**config.mk**
```make
export PLATFORM = sky130hd
export DESIGN_NAME = neuron_seq
export DESIGN_NICKNAME = d
export VERILOG_FILES = /design/src/rtl/neuron_seq.sv
export SDC_FILE = /design/constraint.sdc
export NUM_CORES = 2
export LEC_CHECK = 0
export BUFFER_PORTS_ARGS = -buffer_cell sky130_fd_sc_hd__buf_4
export CAP_MARGIN = 10
export CORE_MARGIN = 2
export CORE_UTILIZATION = 65
export DETAILED_ROUTE_END_ITERATION = 10
export PLACE_DENSITY = 0.93
export SETUP_SLACK_MARGIN = 0.02
export SKIP_CTS_REPAIR_TIMING = 1
export SLEW_MARGIN = 30
export SYNTH_ARGS = -nofsm -noshare
export SYNTH_HDL_FRONTEND = slang
export SYNTH_SLANG_ARGS = --single-unit
export TNS_END_PERCENT = 1
```
**constraint.sdc**
```tcl
create_clock -name clk -period 12.9 [get_ports clk]
set_input_delay 1.935 -clock clk [delete_from_list [all_inputs] [get_ports clk]]
set_output_delay 1.935 -clock clk [all_outputs]
set_load 0.02 [all_outputs]
```
**src/rtl/neuron_seq.sv**
```systemverilog
`timescale 1ns/1ps
// Serial MAC neuron: N_INPUTS (a,w) beats accumulate, then bias, saturate and activate.
// Result appears one cycle after the last beat; input stalls while a result waits on out_ready.

// Piecewise-linear tanh in Q(WIDTH-FBITS).FBITS, odd-symmetric, shift-add slopes only.
module tanh_q #(
  parameter int WIDTH = 32,
  parameter int FBITS = 24
) (
  input  logic signed [WIDTH-1:0] x,
  output logic signed [WIDTH-1:0] y
);
  localparam int AW = WIDTH + 1;
  localparam logic [AW-1:0] ONE     = AW'(1) << FBITS;
  localparam logic [AW-1:0] HALF    = ONE >> 1;
  localparam logic [AW-1:0] ONE_H   = (AW'(3) << FBITS) >> 1;
  localparam logic [AW-1:0] TWO     = AW'(2) << FBITS;
  localparam logic [AW-1:0] THREE   = AW'(3) << FBITS;
  // Segment offsets in 1/256ths of one, chosen so each chord hugs the curve.
  localparam logic [AW-1:0] C1 = (AW'(38) << FBITS) >> 8;
  localparam logic [AW-1:0] C2 = (AW'(134) << FBITS) >> 8;
  localparam logic [AW-1:0] C3 = (AW'(184) << FBITS) >> 8;
  localparam logic [AW-1:0] C4 = (AW'(230) << FBITS) >> 8;

  logic [AW-1:0] xe, ax, r;

  always_comb begin
    xe = {x[WIDTH-1], x};
    ax = x[WIDTH-1] ? (~xe + AW'(1)) : xe;
    if (ax < HALF)       r = ax - (ax >> 4);
    else if (ax < ONE)   r = (ax >> 1) + (ax >> 3) + C1;
    else if (ax < ONE_H) r = (ax >> 2) + C2;
    else if (ax < TWO)   r = (ax >> 3) + C3;
    else if (ax < THREE) r = (ax >> 5) + C4;
    else                 r = ONE;
    y = x[WIDTH-1] ? WIDTH'(~r + AW'(1)) : WIDTH'(r);
  end
endmodule

module neuron_seq #(
  parameter int WIDTH    = 32,
  parameter int FBITS    = 24,
  parameter int N_INPUTS = 9
) (
  input  logic                    clk,
  input  logic                    rst_n,
  input  logic                    in_valid,
  output logic                    in_ready,
  input  logic signed [WIDTH-1:0] in_a,
  input  logic signed [WIDTH-1:0] in_w,
  input  logic signed [WIDTH-1:0] in_b,
  input  logic [1:0]              mode,
  output logic                    out_valid,
  input  logic                    out_ready,
  output logic signed [WIDTH-1:0] y,
  output logic                    busy
);
  localparam int ACC_W = WIDTH + $clog2(N_INPUTS) + 1;
  localparam int CNT_W = $clog2(N_INPUTS + 1);
  localparam logic [CNT_W-1:0] LAST = CNT_W'(N_INPUTS - 1);
  localparam logic signed [ACC_W-1:0] SMAX = {{(ACC_W-WIDTH+1){1'b0}}, {(WIDTH-1){1'b1}}};
  localparam logic signed [ACC_W-1:0] SMIN = {{(ACC_W-WIDTH+1){1'b1}}, {(WIDTH-1){1'b0}}};

  typedef enum logic [1:0] {IDLE, ACC, ACT, OUT} state_t;

  state_t                  state, state_nxt;
  logic [CNT_W-1:0]        cnt;
  logic signed [ACC_W-1:0] acc, prod_ext, sum;
  logic signed [WIDTH-1:0] bias_r, sat, tanh_y, act_y;
  logic [1:0]              mode_r;
  logic [2*WIDTH-1:0]      prod_full;
  logic                    accept;
  logic                    unused_prod;

  // Low 2W bits of the sign-extended product equal the signed product; taking
  // bits [FBITS +: WIDTH] is the floor shift followed by the wrapping truncation.
  always_comb begin
    prod_full = {{WIDTH{in_a[WIDTH-1]}}, in_a} * {{WIDTH{in_w[WIDTH-1]}}, in_w};
    prod_ext  = {{(ACC_W-WIDTH){prod_full[FBITS+WIDTH-1]}}, prod_full[FBITS +: WIDTH]};
  end
  assign unused_prod = ^{prod_full[FBITS-1:0], prod_full[2*WIDTH-1:FBITS+WIDTH]};

  always_comb begin
    sum = acc + {{(ACC_W-WIDTH){bias_r[WIDTH-1]}}, bias_r};
    if (sum > SMAX)      sat = {1'b0, {(WIDTH-1){1'b1}}};
    else if (sum < SMIN) sat = {1'b1, {(WIDTH-1){1'b0}}};
    else                 sat = sum[WIDTH-1:0];
  end

  tanh_q #(.WIDTH(WIDTH), .FBITS(FBITS)) u_tanh (.x(sat), .y(tanh_y));

  always_comb begin
    unique case (mode_r)
      2'b00:   act_y = tanh_y;
      2'b01:   act_y = sat[WIDTH-1] ? '0 : sat;
      default: act_y = sat;
    endcase
  end

  assign accept = in_valid && in_ready;

  always_ff @(posedge clk or negedge rst_n) begin
    if (!rst_n) state <= IDLE;
    else        state <= state_nxt;
  end

  always_comb begin
    state_nxt = state;
    in_ready  = (state == IDLE) || (state == ACC);
    busy      = (state != IDLE);
    unique case (state)
      IDLE:    if (accept) state_nxt = (N_INPUTS == 1) ? ACT : ACC;
      ACC:     if (accept && cnt == LAST) state_nxt = ACT;
      ACT:     state_nxt = OUT;
      OUT:     if (out_ready) state_nxt = IDLE;
      default: state_nxt = IDLE;
    endcase
  end

  always_ff @(posedge clk or negedge rst_n) begin
    if (!rst_n) begin
      acc       <= '0;
      cnt       <= '0;
      bias_r    <= '0;
      mode_r    <= '0;
      y         <= '0;
      out_valid <= 1'b0;
    end else begin
      unique case (state)
        IDLE: if (accept) begin
          acc    <= prod_ext;
          bias_r <= in_b;
          mode_r <= mode;
          cnt    <= CNT_W'(1);
        end
        ACC: if (accept) begin
          acc <= acc + prod_ext;
          cnt <= cnt + CNT_W'(1);
        end
        ACT: begin
          y         <= act_y;
          out_valid <= 1'b1;
        end
        OUT: if (out_ready) out_valid <= 1'b0;
        default: ;
      endcase
    end
  end
endmodule

```
== Word level (Yosys, flattened, before mapping) ==
Index checks and enable logic that the tools add are counted.

* Output and inout bits: 35
* Register bits after elaboration: 110

* Multipliers: 1
* Eq/ne operators: 9
* Reductions and logical operators: 12
* Multiplexer cells: 23
* Add/subtract/negate cells: 11
* Magnitude comparators: 7
* Bitwise gates (word level): 2

{| class="wikitable"
|+ Operator list
! operator !! number
|-
| two-way mux 32 bit || 7
|-
| two-way mux 37 bit || 2
|-
| case mux 37 bit (2 select lines) || 1
|-
| less-than comparator 33 x 25 -> 1 bit (second input constant) || 2
|-
| less-than comparator 33 x 26 -> 1 bit (second input constant) || 2
|-
| case mux 32 bit (2 select lines) || 1
|-
| multiplier 32 x 32 -> 56 bit || 1
|-
| adder 37 x 32 -> 37 bit || 1
|-
| adder 37 bit || 1
|-
| > comparator 37 x 32 -> 1 bit (second input constant) || 1
|-
| less-than comparator 37 x 32 -> 1 bit (second input constant) || 1
|-
| adder 33 x 1 -> 33 bit (second input constant) || 1
|-
| less-than comparator 33 x 24 -> 1 bit (second input constant) || 1
|-
| two-way mux 33 bit || 1
|-
| inverter 33 bit || 1
|-
| adder 31 x 24 -> 32 bit (second input constant) || 1
|-
| adder 32 x 1 -> 32 bit (second input constant) || 1
|-
| adder 32 x 22 -> 32 bit (second input constant) || 1
|-
| adder 32 x 30 -> 32 bit || 1
|-
| inverter 32 bit || 1
|-
| subtractor 32 x 29 -> 32 bit || 1
|-
| adder 30 x 24 -> 31 bit (second input constant) || 1
|-
| two-way mux 31 bit || 1
|-
| adder 28 x 24 -> 29 bit (second input constant) || 1
|-
| other kinds (19) || 32
|}

== Logic depth before layout (Yosys ltp) ==
* Word-level depth: 17
* Depth in mapped cells: 51
* Gate-level depth less buffers: 50

== By module ==
Synthesis repeated with hierarchy kept, for this count alone.

* Cell total of the unflattened synthesis: 5750
* Area, all modules: 50051.8 um^2

{| class="wikitable"
|+ By module, submodules not included
! module !! instances !! cells an instance !! seq. area each (um^2) !! area an instance (um^2)
|-
| neuron_seq || 1 || 4517 || 2752.6 || 41838.9
|-
| tanh_q || 1 || 1233 || 0.0 || 8212.9
|}

== Worst setup path before layout ==
No wires, ideal clock.

* Path kind: input-to-reg
* Start point: input port in_w[2]
* End point: register acc[36]
* Setup slack: 0.480 ns
* Stages on the path: 49
* Required time: 12.779 ns
* Data arrival time: 12.299 ns
* Buffers on the path: 1
* Path through: clkbuf_1 nand2_1 fa_1 inv_1 fa_1 inv_1 fa_1 inv_1 fa_1 fa_1 inv_1 fa_1 fa_1 inv_1 fa_1 ha_1 a211o_1 nor2_1 (+13 left out) a21oi_1 o21bai_1 a211o_1 a2111oi_0 o31ai_1 nor4_1 o31ai_1 o41ai_1 o211ai_1 nand3_1 nand4_1 a41oi_1 nor2b_1 o21a_1 nor2_1 mux2i_1 a21oi_1 o22a_1

* Cells in the longest elaborated chain, start to end: 4
* Elaborated cells between the ends (all ways): 5
* Classes of those cells: add/sub (1); mul (1); mux (3)

{| class="wikitable"
|+ RTL lines
! item !! line !! source
|-
| start: declaration || 50 || <nowiki>input logic signed [WIDTH-1:0] in_w,</nowiki>
|-
| multiplier 32 x 32 -> 56 bit * || 78 || <nowiki>prod_full = {{WIDTH{in_a[WIDTH-1]}}, in_a} * {{WIDTH{in_w[WIDTH-1]}}, in_w};</nowiki>
|-
| adder 37 x 32 -> 37 bit || 137 || <nowiki>acc <= acc + prod_ext;</nowiki>
|-
| two-way mux 37 bit || 136 || <nowiki>ACC: if (accept) begin</nowiki>
|-
| case mux 37 bit (2 select lines) * || 129 || <nowiki>unique case (state)</nowiki>
|-
| end signal: assignment || 131 || <nowiki>acc <= prod_ext;</nowiki>
|-
| end signal: assignment || 137 ||
|-
| end: declaration || 68 || <nowiki>logic signed [ACC_W-1:0] acc, prod_ext, sum;</nowiki>
|}

Every way passes the cells marked *; elsewhere a longest branch is shown, timed or not. The select of a mux whose other input is x is not followed.
A chain may end at the register's enable or synchronous reset.

== Worst setup path in the final report ==
* Start point: input port in_w[11]
* End point: register acc[36]

Same word-level chain as after synthesis.

==> results.toml <==
[outcome]
status = "complete, no violations"

[synth]
syn_area_per_cell_um2 = 8.39
synth_enable_flop_cells = 0
ys_types = 118
yosysWarningCount = 0
synth_async_sr_flop_share_pct = 100
synth_ff_type = "dfrtp_1"
ys_seq_area_share_pct = 5.67
synth_area_um2 = 48500
syn_inst = 5782
synth_seq_cells = 110
synth.net_count = 7174

[setup_path]
r2r-start = "acc[10]$_DFFE_PN0P_"
r2r_slack_ns = 1.44
path_max_fanout = 18
slowest_stage = "fa_1"
r2r-end = "y[19]$_DFFE_PN0P_"
cp_slowest_stage_delay_ns = 0.59
r2r_cells = 33
worstSetupEndpointType = "register"
required_ns = 13.18
worstSetupPathType = "primary input to register"
critPathArrivalTime_ns = 12.84
startpoint_type = "primary input"

[floorplanning]
num_rows = 100
core_um2 = 74200
pin_count = 137
die_h_um = 277
die_area_um2 = 76900
die_w_um = 277
start_util_pct = 65.4

[routing]
ant_nets = 0
wire_per_inst_um = 23.2
drtIter0Drc = 6112
drc_errors = 0
vias_per_cell = 6.46
vias = 44000
dr.pass1.iters = 7
wirelength_um = 158000

[sta]
max_freq_mhz = 79.6
maxSlewHeadroom_pct = 30.2
drv_slew = 0
fin_skew_ns = 0.0146
setup_viol = 0
post-route-period-util_pct = 97.4
final.min_clock_period_ns = 12.57
worst_slew_pin_slew_ns = 1.04
fin_hold_ws_ns = 0.490
finalHoldViolations = 0

[cts]
htreeDepth = 3
cts_buffers = 9
cts_tree = "built"
cts_sinks = 110
cts_buffer_depth = 2
path_clk_slew_ns = 0.09
clk_latency_ns = 0.38
cts-root-buf = "clkbuf_16"

[finish]
mostFrequentLayoutCell = "inv_1"
nNetsFinal = 7218
final_cell_mix = "1126 x inv_1, 977 x fa_1, 953 x nand2_1, 316 x buf_4, 298 x ha_1"
layout-drive-gt1-share_pct = 9.33
area_growth_syn_to_layout_pct = 6.89

[min_path]
min-delay-start = "y[0]$_DFFE_PN0P_"
hold_path_end = "y[0]$_DFFE_PN0P_"
hp-class = "register to register"
whs_path_depth = 1

[place]
dpl.hpwl_um = 124000
gp_congestion = 1.02
place.port_buffers = 136

[global_route]
antenna_found_initial = 13
track_usage_pct = 41.6
grt_pass1_wl_um = 250000
grt_pass1_vias = 46800
grt_max_degree = 68
grt_remaining_overflow = 0

[job]
cap_violations = 0
-- metrics by stage --
stage	worst slack (ns)	utilization (%)	TNS [ns]	area, um^2	std cells
finish	0.333	69.9	0	51900	6808
global placement	0.0961	68.9	0	51100	6776
detailed placement	-0.394	68.9	-0.608	51100	6776
CTS	-0.0799	69.3	-0.0799	51400	6792
global route	-0.123	69.9	-0.123	51900	6802
floorplan	0.480	-	0	48500	5782
-- sequential cells by signal, indices dropped and copies added (netlist names) --
register / count
cnt: 4
acc: 37
state: 2
out_valid: 1
mode_r: 2
bias_r: 32
y: 32
-- cells in the mapped netlist (31+ instances only) --
master / instances / area share (%)
inv_1: 1129 / 8.7
fa_1: 986 / 41
nand2_1: 957 / 7.4
ha_1: 304 / 7.8
clkbuf_1: 261 / 2.0
and2_1: 240 / 3.1
nor2_1: 234 / 1.8
a21oi_1: 215 / 2.2
o21ai_0: 163 / 1.7
xnor2_1: 132 / 2.4
dfrtp_1: 110 / 5.7
nor3_1: 73 / 0.75
xor2_1: 66 / 1.2
nand3_1: 64 / 0.66
a21o_1: 55 / 0.85
nand2b_1: 48 / 0.62
and3_1: 36 / 0.46
mux2_2: 36 / 0.84
mux2i_1: 35 / 0.72
a31oi_1: 33 / 0.43
buf_2: 33 / 0.34
o21a_1: 31 / 0.48
-- per-layer routing --
metal,track usage [%],vias up,routed length [um]
li1,-,18200,-
met1,51.4,21100,53200
met2,62.9,3620,69100
met3,13.6,1070,22900
met4,27.2,6,12700
met5,0,-,41
-- worst max-delay path by stage --
stage                   from             endpoint  slack, ns  cells past startpoint
finish              in_w[11]  acc[36]$_DFFE_PN0P_       0.33                     49
CTS                  in_w[7]  acc[36]$_DFFE_PN0P_      -0.08                     56
global placement     in_w[2]  acc[36]$_DFFE_PN0P_        0.1                     52
floorplan            in_w[2]  acc[36]$_DFFE_PN0P_       0.48                     49
detailed placement   in_w[7]  acc[36]$_DFFE_PN0P_      -0.39                     56
global route        in_w[11]  acc[36]$_DFFE_PN0P_      -0.12                     49
-- worst max-delay path, delay by kind of cell --
kind | cells | cell delay [ns]
xor+xnor | 1 | 0.23
mux | 1 | 0.19
buf+inv | 14 | 1.81
compound gates | 14 | 2.59
fa+ha+maj | 10 | 4.65
simple gates | 9 | 1.43
-- area by class of cell --
type | count | area (um^2)
Antenna cell | 8 | 20.0
Clock buffer | 9 | 225
Clock inverter | 7 | 77.6
Fill cell | 5194 | 22300
Inverter | 1135 | 4260
Multi-Input combinational cell | 4226 | 40600
Sequential cell | 110 | 2750
Tap cell | 969 | 1210
Timing Repair Buffer | 344 | 2770
-- kinds of logic after synthesis --
| logic type | synth area share [%] |
|---|---|
| flip-flops | 5.67 |
| AO/OA/AOI/OAI | 11.6 |
| multiplexers | 1.56 |
| buffers and inverters | 11.3 |
| AND/OR/NAND/NOR | 17.6 |
| adder cells (fa/ha/maj) | 48.7 |
| other | 0.00773 |
| XOR/XNOR | 3.61 |
Power is not shown: default switching activity piles up to over one toggle a cycle in this logic, so the estimate is an artifact.
